$ cat src/rtl/uart_rx.sv
// rtl/uart_rx.sv - 8N1 UART receiver with 3-sample majority vote and valid/ready byte output
module uart_rx #(
  parameter int CLKS_PER_BIT = 15
) (
  input  logic       clk_i,
  input  logic       reset_ni,
  input  logic       rx_i,
  output logic [7:0] data_o,
  output logic       data_valid_o,
  input  logic       data_ready_i,
  output logic       framing_err_o,
  output logic       overrun_o,
  output logic       busy_o
);

  localparam int MID = CLKS_PER_BIT / 2;
  localparam int CW  = $clog2(CLKS_PER_BIT);

  localparam logic [CW-1:0] CNT_LAST = CW'(CLKS_PER_BIT - 1);
  localparam logic [CW-1:0] CNT_S0   = CW'(MID - 1);
  localparam logic [CW-1:0] CNT_S1   = CW'(MID);
  localparam logic [CW-1:0] CNT_DEC  = CW'(MID + 1);

  generate
    if (CLKS_PER_BIT < 4) begin : g_bad_cpb
      $error("uart_rx: CLKS_PER_BIT must be at least 4");
    end
  endgenerate

  typedef enum logic [2:0] {
    S_IDLE,
    S_START,
    S_DATA,
    S_STOP,
    S_WAIT_IDLE
  } state_t;

  state_t          r_state;
  state_t          w_state_next;
  logic            r_sync1;
  logic            r_rx_s;
  logic [CW-1:0]   r_cnt;
  logic [3:0]      r_bitn;
  logic            r_s0;
  logic            r_s1;
  logic [7:0]      r_shift;
  logic [7:0]      r_data;
  logic            r_valid;
  logic            r_ferr;
  logic            r_ovr;

  logic            w_maj;
  logic            w_decide;
  logic            w_wrap;
  logic            w_stop_ok;
  logic            w_stop_bad;

  // The third sample is the live synchronised line, so the vote resolves in the cnt=MID+1 cycle.
  assign w_maj      = (r_s0 & r_s1) | (r_s0 & r_rx_s) | (r_s1 & r_rx_s);
  assign w_decide   = (r_state == S_START || r_state == S_DATA || r_state == S_STOP) && (r_cnt == CNT_DEC);
  assign w_wrap     = (r_cnt == CNT_LAST);
  assign w_stop_ok  = (r_state == S_STOP) && w_decide && w_maj;
  assign w_stop_bad = (r_state == S_STOP) && w_decide && !w_maj;

  // Two-flop synchroniser for the asynchronous serial line; idles high out of reset.
  always_ff @(posedge clk_i or negedge reset_ni) begin
    if (!reset_ni) begin
      r_sync1 <= 1'b1;
      r_rx_s  <= 1'b1;
    end else begin
      r_sync1 <= rx_i;
      r_rx_s  <= r_sync1;
    end
  end

  // State register.
  always_ff @(posedge clk_i or negedge reset_ni) begin
    if (!reset_ni) begin
      r_state <= S_IDLE;
    end else begin
      r_state <= w_state_next;
    end
  end

  // Next-state logic: the stop decision returns to IDLE at once so back-to-back frames need no gap.
  always_comb begin
    w_state_next = r_state;
    case (r_state)
      S_IDLE: begin
        if (!r_rx_s) w_state_next = S_START;
      end
      S_START: begin
        if (w_decide && w_maj) w_state_next = S_IDLE;
        else if (w_wrap)       w_state_next = S_DATA;
      end
      S_DATA: begin
        if (w_wrap && r_bitn == 4'd8) w_state_next = S_STOP;
      end
      S_STOP: begin
        if (w_decide) w_state_next = w_maj ? S_IDLE : S_WAIT_IDLE;
      end
      S_WAIT_IDLE: begin
        if (r_rx_s) w_state_next = S_IDLE;
      end
      default: w_state_next = S_IDLE;
    endcase
  end

  // Bit-period and bit-index counters; the start-detect cycle counts as cnt=0 of bit 0.
  always_ff @(posedge clk_i or negedge reset_ni) begin
    if (!reset_ni) begin
      r_cnt  <= '0;
      r_bitn <= '0;
    end else if (w_state_next == S_IDLE || w_state_next == S_WAIT_IDLE) begin
      r_cnt  <= '0;
      r_bitn <= '0;
    end else if (r_state == S_IDLE) begin
      r_cnt  <= CW'(1);
      r_bitn <= '0;
    end else if (w_wrap) begin
      r_cnt  <= '0;
      r_bitn <= r_bitn + 4'd1;
    end else begin
      r_cnt  <= r_cnt + CW'(1);
    end
  end

  // Capture the two samples that precede the vote cycle.
  always_ff @(posedge clk_i or negedge reset_ni) begin
    if (!reset_ni) begin
      r_s0 <= 1'b1;
      r_s1 <= 1'b1;
    end else begin
      if (r_cnt == CNT_S0) r_s0 <= r_rx_s;
      if (r_cnt == CNT_S1) r_s1 <= r_rx_s;
    end
  end

  // Data bits enter from the MSB side so the first bit on the wire lands in bit 0.
  always_ff @(posedge clk_i or negedge reset_ni) begin
    if (!reset_ni) begin
      r_shift <= '0;
    end else if (r_state == S_DATA && w_decide) begin
      r_shift <= {w_maj, r_shift[7:1]};
    end
  end

  // Output byte, handshake and error pulses; a byte landing during acceptance is not an overrun.
  always_ff @(posedge clk_i or negedge reset_ni) begin
    if (!reset_ni) begin
      r_data  <= '0;
      r_valid <= 1'b0;
      r_ferr  <= 1'b0;
      r_ovr   <= 1'b0;
    end else begin
      r_ferr <= w_stop_bad;
      r_ovr  <= w_stop_ok && r_valid && !data_ready_i;
      if (w_stop_ok) begin
        r_data  <= r_shift;
        r_valid <= 1'b1;
      end else if (r_valid && data_ready_i) begin
        r_valid <= 1'b0;
      end
    end
  end

  assign data_o        = r_data;
  assign data_valid_o  = r_valid;
  assign framing_err_o = r_ferr;
  assign overrun_o     = r_ovr;
  assign busy_o        = (r_state != S_IDLE);

endmodule

$ cat config.mk
export PLATFORM = sky130hd
export DESIGN_NAME = uart_rx
export DESIGN_NICKNAME = d
export VERILOG_FILES = /design/src/rtl/uart_rx.sv
export SDC_FILE = /design/constraint.sdc
export NUM_CORES = 1
export LEC_CHECK = 0
export ABC_CLOCK_PERIOD_IN_PS = 3200
export BUFFER_PORTS_ARGS = -buffer_cell sky130_fd_sc_hd__clkbuf_2
export CAP_MARGIN = 20
export CORE_MARGIN = 2
export CORE_UTILIZATION = 55
export CTS_CLUSTER_DIAMETER = 60
export DETAILED_ROUTE_END_ITERATION = 10
export PLACE_DENSITY = 0.75
export REMOVE_ABC_BUFFERS = 1
export SYNTH_ARGS = -nofsm -noshare
export SYNTH_HDL_FRONTEND = slang
export SYNTH_SLANG_ARGS = --single-unit
export TNS_END_PERCENT = 1
$ cat constraint.sdc
create_clock -name clk_i -period 3.2 [get_ports clk_i]
set_input_delay 0.32 -clock clk_i [delete_from_list [all_inputs] [get_ports clk_i]]
set_output_delay 0.32 -clock clk_i [all_outputs]
set_load 0.05 [all_outputs]
# Yosys cells after proc, flatten, opt, wreduce, memory -nomap -nowiden
# Index checks and enable logic that the tools add are counted.
[totals] reg_bits=34 latch_bits=0 mem_bits_rw=0 mem_bits_ro=0 inputBits=4 output_inout_bits=12 wordCells=65 memories=0
[op_classes] addsub=2 n_mul=0 div=0 n_lt_le_gt_ge=0 eq_ne=10 shifts=0 muxes=16 bitwise_logic=5 reduce_logical=20
[ops] cell="$mux 4" count=6
[ops] cell="$mux 3" count=7
[ops] cell="$pmux 3 s5" count=1
[ops] cell="$eq 4x4->1 const B" count=3
[ops] cell="$logic_and 1x1->1" count=10
[ops] cell="$add 4x1->4 const B" count=2
[ops] cell="$eq 4x3->1 const B" count=2
[ops] cell="$eq 3x2->1 const B" count=2
[ops] cell="$eq 3x3->1 const B" count=2
[ops] cell="$logic_not 3->1" count=2
[ops] cell="$reduce_bool 3->1" count=2
[ops] cell="$and 1x1->1" count=3
[ops] cell="$eq 3x1->1 const B" count=1
[ops] cell="$logic_or 1x1->1" count=3
[ops] cell="$logic_not 1->1" count=2
[ops] cell="$mux 1" count=2
[ops] cell="$or 1x1->1" count=2
[ops] cell="$reduce_bool 2->1" count=1

# Logic depth before layout (Yosys ltp)
# Gate-level depths: netlist (run 1).
[depth] word_depth=10 depth_mapped=7 mapped_depth_nobuf=6

# Worst setup path before layout (run 1)
# OpenSTA, ideal clock, no wires.
[synth_path] path_type="register -> register" startpoint="register r_state[2]" endpoint="register r_bitn[0]" arrival_time_ns=1.626 setup_slack_ns=1.479 stages_incl_launch_ff=6 period_less_slack_ns=1.721 path_cell_list="dfrtp_1 -> nor3_2 -> inv_1 -> o22ai_1 -> a211oi_2 -> a211oi_1"
[synth_via] elab_chain_cells=10
[synth_rtl] item="start, declared" line="38" text="state_t r_state;"
[synth_rtl] item="start signal, assigned" line="81" text="r_state <= w_state_next;"
[synth_rtl] item="$eq 3x1->1 / $eq 3x2->1 (equally long branches)" line="60, 88"
[synth_rtl] item="$logic_or 1x1->1 (2 in a row)" line="60" text="assign w_decide = (r_state == S_START || r_state == S_DATA || r_state == S_STOP) && (r_cnt == CNT_DEC);"
[synth_rtl] item="$logic_and 1x1->1" line="60"
[synth_rtl] item="$logic_and 1x1->1" line="93" text="if (w_decide && w_maj) w_state_next = S_IDLE;"
[synth_rtl] item="$mux 3" line="93"
[synth_rtl] item="$pmux 3 s5" line="88" text="case (r_state)"
[synth_rtl] item="$eq 3x3->1 / $logic_not 3->1 (equally long branches)" line="114" text="end else if (w_state_next == S_IDLE || w_state_next == S_WAIT_IDLE) begin"
[synth_rtl] item="$logic_or 1x1->1" line="114"
[synth_rtl] item="$reduce_bool 3->1 (no source line) / $mux 4 (equally long branches)"
[synth_rtl] item="end signal, assigned" line="122" text="r_bitn <= r_bitn + 4'd1;"
[synth_rtl] item="end, declared" line="43" text="logic [3:0] r_bitn;"
# Several ways; a longest one is shown, not always the timed one.
# A chain may end at the register's enable or synchronous reset.

# Worst setup path after layout (run 1)
[layout_path] startpoint="register r_state[2]" endpoint="output port busy_o"
[layout_via] elab_chain_cells=1
[layout_rtl] item="$reduce_bool 3->1" line="171" text="assign busy_o = (r_state != S_IDLE);"
[layout_rtl] item="end, declared" line="13" text="output logic busy_o"
# No other way between the ends.

==> results of run 1 <==
synth_stat cells (2+ instances only):
cell and count:
a21oi_1 6, nand3_1 2, nor2_1 4, ha_1 5, dfstp_2 4, a211oi_1 4
inv_1 8, nor3_1 2, nor2b_1 2, nand2_1 9, dfrtp_1 30, nand3b_1 2
mux2_2 10, mux2_4 8, xor2_1 3, xnor2_1 2
sequential cells by signal (all words and copies together), names as in the netlist:
name / cells
r_sync1: 1
r_s1: 1
r_cnt: 4
framing_err_o: 1
r_s0: 1
r_bitn: 4
data_o: 8
r_rx_s: 1
r_shift: 8
r_state: 3
data_valid_o: 1
overrun_o: 1
worst paths after layout:
kind                                       from                    end  slack, ns
setup / recovery           r_state[2]$_DFF_PN0_                 busy_o       1.26
hold / removal                             rx_i      r_sync1$_DFF_PN1_       0.06
setup reg to reg             r_cnt[0]$_DFF_PN0_  r_bitn[2]$_DFFE_PN0P_       1.27
hold reg to reg               r_sync1$_DFF_PN1_       r_rx_s$_DFF_PN1_       0.36
max in group asynchronous              reset_ni  data_o[7]$_DFFE_PN0P_       2.63
min in group asynchronous              reset_ni     r_cnt[1]$_DFF_PN0_       0.07
through the flow:
step | area [um^2] | hold slack, ns | utilization
2_1_floorplan | 1510 | 0.0244 | -
3_3_place_gp | 1630 | 0.345 | 0.605
3_5_place_dp | 1630 | 0.347 | 0.605
4_1_cts | 1690 | 0.0450 | 0.628
5_1_grt | 1690 | 0.0410 | 0.628
6_report | 1690 | 0.0613 | 0.628
area by class of cell:
class | instances | area [um^2] | area share
clock buffers | 7 | 55.1 | 0.0326
clock inverters | 1 | 5.00 | 0.00297
inverters | 8 | 30.0 | 0.0178
multi-input cells | 75 | 627 | 0.372
flip-flops and latches | 34 | 856 | 0.507
well taps | 31 | 38.8 | 0.0230
repair buffers | 15 | 75.1 | 0.0445
routing by layer:
metal	up-vias	wire [um]	GRT usage
met5	-	0	0
met4	0	36	0.0986
met3	4	69	0.0438
met2	14	1170	0.271
met1	448	1130	0.222
li1	450	-	-
worst max-delay path: cells and delay by family (launching register included):
kind | cells | cell delay [ns]
DFF | 1 | 0.47
and+or+nand+nor | 1 | 0.45
buffers and inverters | 2 | 0.38
logic make-up after synthesis:
group	after synthesis	synth area share
flip-flops	34	0.562
AND/OR/NAND/NOR	29	0.102
multiplexers	18	0.153
AO/OA/AOI/OAI	17	0.0796
buffers and inverters	10	0.0271
adder cells (fa/ha/maj)	6	0.0484
XOR/XNOR	5	0.0287
power breakdown:
part / leakage, nW / switching [mW] / internal (mW)
registers: 0.453 / 0.0442 / 0.483
clock network: 0.0353 / 0.137 / 0.106
logic: 0.370 / 0.140 / 0.0856
total: 0.859 / 0.321 / 0.675
==> reports/results.ini, run 1 <==
[run_status]
status=finished clean

[setup_path]
crit_slowest_cell=dfrtp_1
reg2reg_depth=6
critPathRequiredTime_ns=2.88
crit_type=reg -> out
max_stage_delay_ns=0.47
cp_data_arrival_time_ns=1.62
startpoint_type=flop
crit_path_max_fanout=7
endpoint_kind=output pin
crit_chain=nor3_2 > inv_1 > clkbuf_2

[place]
place_ws_ns=1.30
gp_congestion=0.778
placed_cells=163
hpwl_mm=1.71
portBuffers=15

[grt]
grt_max_degree=35
antenna_found_initial=0
grt_pass1_wl_mm=4.22
track_usage=0.175
grt_pass1_vias=937
overflow=0

[job]
cap_violations=0

[logic_synthesis]
synthTopCellsByArea=dfrtp_1, mux2_4, mux2_2
yosysWarnings=0
avgSynthCellArea_um2=12.8
seq_area_frac_synth=0.562
syn_area_um2=1520
ys_types=34
synth_top_area_frac=0.493
ys_ff_latch=34
synthArstFlopShare=1.00
synth-edff-count=0
syn_inst=119
synth_top_flop_cell=dfrtp_1
yosys.area.top_type=dfrtp_1

[pwr]
ir_drop_mv=0.440
leakage_nw=0.859
p_per_area_nw_per_um2=590
total_power_uw=996

[sta]
finClkSkew_ns=0.00709
setup_ws_ns=1.26
worst_pin_slew_ns=0.807
setup_tns_ns=0
slew_headroom=0.462
hold_viol_final=0
slew_violations=0
fin_crit_sh=0.606
rsz0062_at_grt=false
fmax_mhz=515
fin_crit_ns=1.94
setup_viol=0

[clocking]
cts_sinks=34
cts_tree=done
insertion_delay_ns=0.33
cts_setup_buffers=0
htreeDepth=2
cts_root_buf=clkbuf_4
cts_buffers=5
clockBufferDepth=2
ctsResizeCount=0
ctsHoldBuffers=0
clk_pin_slew_worst_paths_ns=0.10

[floorplanning]
ios=16
core_area_um2=2690
fp.dieW_um=56.6
fp-row-count=19
start_util=0.567
die_h_um=56.6
dieArea_um2=3210

[detailed_routing]
final_antenna_net_count=0
firstDrtPassIters=2
routed_via_density=5.36
drc_errors=0
wl_mm=2.41
drtIter0Drc=19
vias=916
wl_per_cell_um=14.1

[finish]
fin_nets=148
mostFrequentLayoutCells=dfrtp_1, clkbuf_2, mux2_2
nFillCells=215
layout-drive-gt1-share=0.343
final_common_cell=dfrtp_1
area_growth_pct=10.7
antenna_cells=0
layout.cells.non_filler=171

[worst_hold_path]
hold-path-cell-count=1
min_path_type=in -> reg

Note: power is estimated with default switching activity, not from simulation.
==> run 2: changes to the inputs <==
Settings changed: ABC_CLOCK_PERIOD_IN_PS 3200 to 1700, CORE_UTILIZATION 55 to 51, PLACE_DENSITY 0.75 to 0.73.
Clock period 3.2 ns to 1.7 ns, I/O delays scaled along.
==> run 2 against run 1 <==
Compared with the run above: the run now ends with DRC, setup timing left; sequential power up 84%; core utilization up 4.1 points; global-route usage up 2.0 points; critical path depth up 4; critical path type is now reg -> reg.
==> reports/results.ini, run 2 (synthesized netlist as in run 1, its figures left out) <==
[setup_path]
cp.depth=7
crit_path_max_fanout=9
regToRegSetupSlack_ns=-0.11
crit_family=compound AO/OA/AOI/OAI gates
endpoint_kind=flop
crit_type=reg -> reg
startpoint_type=flop
cp_data_arrival_time_ns=2.06
timing.rr.end=r_bitn[1]$_DFFE_PN0P_
reg2reg_depth=7
crit_chain=inv_1 > ha_1 > and3b_1 > a2111oi_4 > a211oi_2 > buf_4 > a211oi_1
critical_path_buf_inv_count=2
r2r_start=r_cnt[0]$_DFF_PN0_
max_stage_delay_ns=0.38
critPathRequiredTime_ns=1.95
crit_slowest_cell=dfrtp_1

[pwr]
power_frac_clock=0.264
intPower_mw=1.49
leakage_nw=0.964
ir_drop_mv=0.876
p_sw_uw=689
power_frac_seq=0.445
p_comb_frac=0.292
p_per_area_nw_per_um2=1160
p_sw_frac=0.316

[grt]
grt_pass1_vias=1066
overflow=0
grt_max_degree=25
grt_pass1_wl_mm=4.88
antenna_found_initial=0
track_usage=0.195

[floorplanning]
fp.dieW_um=58.7
core_area_um2=2810
start_util=0.543
dieArea_um2=3440
fp-row-count=19
die_h_um=58.7
ios=16

[detailed_routing]
firstDrtPassIters=7
routed_via_density=5.44
wl_met2_mm=1.49
wl_met3_um=95
wl_per_cell_um=15.0
wl_mm=2.83
final_antenna_net_count=0
vias=1022
drc_errors=1
wl_met1_mm=1.20
routed.top_layer=met4
drtIter0Drc=28

[worst_hold_path]
min_path_type=in -> reg
hold-path-cell-count=3
holdPathEnd=overrun_o$_DFF_PN0_
hold_start=data_ready_i

[sta]
setup_viol=8
hold_viol_final=0
rsz0062_at_grt=true
fin_crit_sh=1.07
setup_ws_ns=-0.111
fin_crit_ns=1.81
worst_pin_slew_ns=0.561
hold_slack_ns=0.0983
slew_headroom=0.626
finClkSkew_ns=0.0117
fmax_mhz=552
slew_violations=0

[place]
portBuffers=15
hpwl_mm=1.94
gp_congestion=0.850
placed_cells=178

[clocking]
clockBufferDepth=2
cts_tree=done
clk_pin_slew_worst_paths_ns=0.11
cts_setup_buffers=0
cts_root_buf=clkbuf_4
htreeDepth=2
cts_sinks=34
insertion_delay_ns=0.33
cts_buffers=5

[finish]
final_common_cell=dfrtp_1
layout-drive-gt1-share=0.452
area_growth_pct=23.2
fin_nets=165
layout.cells.non_filler=188
mostFrequentLayoutCells=dfrtp_1, clkbuf_2, buf_4
antenna_cells=0

[job]
cap_violations=0

[run_status]
status=finished, violations left
violations=DRC, setup timing

==> run 2: changes by cell type in the layout (fill, tap and decap cells not counted), moves of 2 or more <==
cell / before / now
dlygate4sd3_1: 0 / 2
a211oi_2: 1 / 4
a211oi_1: 4 / 1
buf_4: 0 / 15
==> run 2: worst max path at each step <==
stage	from	endpoint	slack, ns
5_1_grt	r_cnt[0]$_DFF_PN0_	r_bitn[0]$_DFFE_PN0P_	-0.17
4_1_cts	r_cnt[0]$_DFF_PN0_	r_bitn[1]$_DFFE_PN0P_	-0.08
3_3_place_gp	r_cnt[0]$_DFF_PN0_	r_bitn[1]$_DFFE_PN0P_	0.02
3_5_place_dp	r_cnt[0]$_DFF_PN0_	r_bitn[3]$_DFFE_PN0P_	-0.12
6_report	r_cnt[0]$_DFF_PN0_	r_bitn[1]$_DFFE_PN0P_	-0.11
2_1_floorplan	r_state[2]$_DFF_PN0_	r_bitn[0]$_DFFE_PN0P_	-0.02
==> run 2: per-stage QoR <==
step	total power, mW	cell area (um^2)	utilization	setup slack [ns]	setup TNS (ns)
2_1_floorplan	1.32	1510	-	-0.0207	-0.0827
3_3_place_gp	1.54	1740	0.620	0.0200	0
3_5_place_dp	1.57	1740	0.620	-0.118	-0.309
4_1_cts	2.18	1860	0.664	-0.0752	-0.290
5_1_grt	2.31	1880	0.669	-0.167	-1.07
6_report	2.18	1880	0.669	-0.111	-0.437
==> run 2: area by class of cell <==
class / count / area, um^2
multi-input combinational: 75 / 667
clock inverter: 3 / 40.0
fill: 226 / 928
sequential: 34 / 856
clock buffer: 5 / 37.5
inverter: 8 / 30.0
tap: 31 / 38.8
timing repair buffer: 32 / 208
==> run 2: worst register-to-register path, cell delays in order, from the launching register on <==
cell	delay, ns
dfrtp_1	0.38
inv_1	0.08
ha_1	0.22
and3b_1	0.23
a2111oi_4	0.33
a211oi_2	0.11
buf_4	0.18
a211oi_1	0.20
==> run 2: what timing repair did <==
| item | 4_1_cts | 5_1_grt |
|---|---|---|
| endpoints found under the setup margin | 16 | 16 |
| gates resized for setup | 4 | 4 |
| pin swaps | 0 | 1 |
| hold endpoints to repair | 21 | 0 |
| hold buffers | 2 | 0 |
==> run 2: layer usage <==
layer / global-route usage / vias up
met5: 0 / -
met4: 0.0779 / 0
met3: 0.0527 / 5
met2: 0.339 / 16
met1: 0.228 / 515
li1: - / 486
==> run 2: power by group through the flow <==
stage | sequential, mW | clock, mW | combinational [mW]
after floorplan | 0.988 | 0 | 0.334
after global placement | 0.978 | 0 | 0.565
after detailed placement | 0.983 | 0 | 0.587
after CTS | 0.969 | 0.587 | 0.623
after global routing | 0.983 | 0.621 | 0.710
final | 0.971 | 0.576 | 0.636
==> run 3: changes to the inputs <==
Settings changed: CORE_ASPECT_RATIO set to 0.7.
==> run 3 against run 2 <==
Compared with the run above: the run ends with setup timing left; largest power group unchanged; final cell count rose by 0.53%; worst hold slack improved by 0.050 ns; critical path depth rose by 1; die area rose by 0.20%; register-to-register slack improved by 0.08 ns; final area rose by 2.3%; routed wire length fell by 4.3%; total power rose by 14%; core utilization rose by 1.1 points; highest routed layer unchanged; first-iteration DRC count rose by 140%; largest cell class unchanged.
==> reports/results.ini, run 3 (synthesized netlist as in run 1, its figures left out) <==
[floorplanning]
start_util=0.540
dieArea_um2=3450
ios=16
die_h_um=49.7
fp-row-count=16
core_area_um2=2820
fp.dieW_um=69.3

[setup_path]
r2r_start=r_cnt[1]$_DFF_PN0_
critPathRequiredTime_ns=1.90
crit_type=reg -> reg
reg2reg_depth=8
crit_path_max_fanout=8
endpoint_kind=flop
startpoint_type=flop
cp_data_arrival_time_ns=1.93
startpoint=r_cnt[1]$_DFF_PN0_

[detailed_routing]
routed_via_density=5.31
firstDrtPassIters=4
vias=1003
final_antenna_net_count=0
wl_per_cell_um=14.3
drc_errors=0
wl_mm=2.70
drtIter0Drc=67

[sta]
rsz0062_at_grt=true
slew_headroom=0.467
hold_slack_ns=0.149
worst_pin_slew_ns=0.799
setup_ws_ns=-0.0332
hold_viol_final=0
fin_crit_sh=1.02
slew_violations=0
fmax_mhz=577
finClkSkew_ns=0.0106
setup_viol=3
fin_crit_ns=1.73
setup_tns_ns=-0.0808

[place]
hpwl_mm=1.85
place_ws_ns=-0.166
gp_congestion=0.875
portBuffers=15

[run_status]
status=finished, violations left
violations=setup timing

[pwr]
leakage_nw=0.962
ir_drop_mv=0.996
intPower_mw=1.77
p_sw_frac=0.290
p_per_area_nw_per_um2=1300
power_frac_seq=0.391
p_comb_frac=0.251
power_frac_clock=0.358
p_sw_uw=720

[clocking]
cts_tree=done
cts_sinks=34
insertion_delay_ns=0.29
clockBufferDepth=2
htreeDepth=2
clk_pin_slew_worst_paths_ns=0.07
cts_root_buf=clkbuf_8
cts_buffers=5

[finish]
utilization=0.680
layout-drive-gt1-share=0.438
area_growth_pct=25.9
antenna_cells=0
mostFrequentLayoutCells=dfrtp_1, clkbuf_2, mux2_2, buf_4
final_common_cell=dfrtp_1
fin_nets=161

[grt]
track_usage=0.180
grt_pass1_wl_mm=4.69
antenna_found_initial=0
overflow=0
grt_max_degree=35
grt_pass1_vias=988

[job]
cap_violations=0

[worst_hold_path]
hold-path-cell-count=3
min_path_type=in -> reg
hold_start=data_ready_i

run 3: cell count changes in the layout (fill, tap and decap cells not counted), moves of 2 or more:
cell / previous run / this run
a211oi_2: 4 / 2
buf_4: 15 / 10
clkbuf_4: 5 / 0
clkbuf_8: 0 / 5
clkinv_2: 2 / 0
run 3: layer usage:
layer,part of all wire,vias to the layer above,wire [um],GRT usage
li1,-,477,-,-
met1,0.45,487,1230,0.236
met2,0.46,35,1250,0.276
met3,0.071,4,191,0.0634
met4,0.012,0,32,0.0686
met5,0,-,0,0
run 3: area by class of cell:
cell class                      instances  area [um^2]
Tap cell                               36         45.0
Clock inverter                          3         68.8
Inverter                                8         30.0
Clock buffer                            5         68.8
Multi-Input combinational cell         75          669
Timing Repair Buffer                   28          181
Fill cell                             211          903
Sequential cell                        34          856
run 3: timing repair:
item | CTS | global route
gates cloned | 0 | 0
setup endpoints to repair | 18 | 17
pin swaps | 1 | 1
gates resized for setup | 6 | 5
hold buffers | 2 | 0
setup buffers | 1 | 0
hold endpoints to repair | 26 | 0
run 3: worst paths after layout:
check                                         end  slack (ns)
hold / removal                overrun_o$_DFF_PN0_        0.15
min in group asynchronous  r_shift[1]$_DFFE_PN0P_        0.49
hold reg to reg                  r_rx_s$_DFF_PN1_        0.36
max in group asynchronous   data_o[6]$_DFFE_PN0P_        0.70
setup / recovery            r_bitn[3]$_DFFE_PN0P_       -0.03
setup reg to reg            r_bitn[3]$_DFFE_PN0P_       -0.03
run 3: worst max-delay path, stage by stage, from the launching register on:
cell and delay (ns):
dfrtp_1 0.37, buf_4 0.13, ha_1 0.17, nand3_1 0.14, buf_6 0.16, nor3_1 0.15, o21bai_1 0.11, buf_4 0.18
a211oi_2 0.23
run 3: power groups by stage:
stage	logic, mW	registers, mW	clock network, mW
detailed placement	0.564	0.986	0
floorplan	0.334	0.988	0
finish	0.624	0.973	0.891
CTS	0.618	0.966	0.908
global placement	0.550	0.981	0
global route	0.686	0.986	0.943
run 3: through the flow:
step | area (um^2) | total power, mW | instances
after global routing | 1920 | 2.62 | 189
final | 1920 | 2.49 | 189
after detailed placement | 1720 | 1.55 | 179
after CTS | 1900 | 2.49 | 189
after floorplan | 1510 | 1.32 | 117
after global placement | 1720 | 1.53 | 179
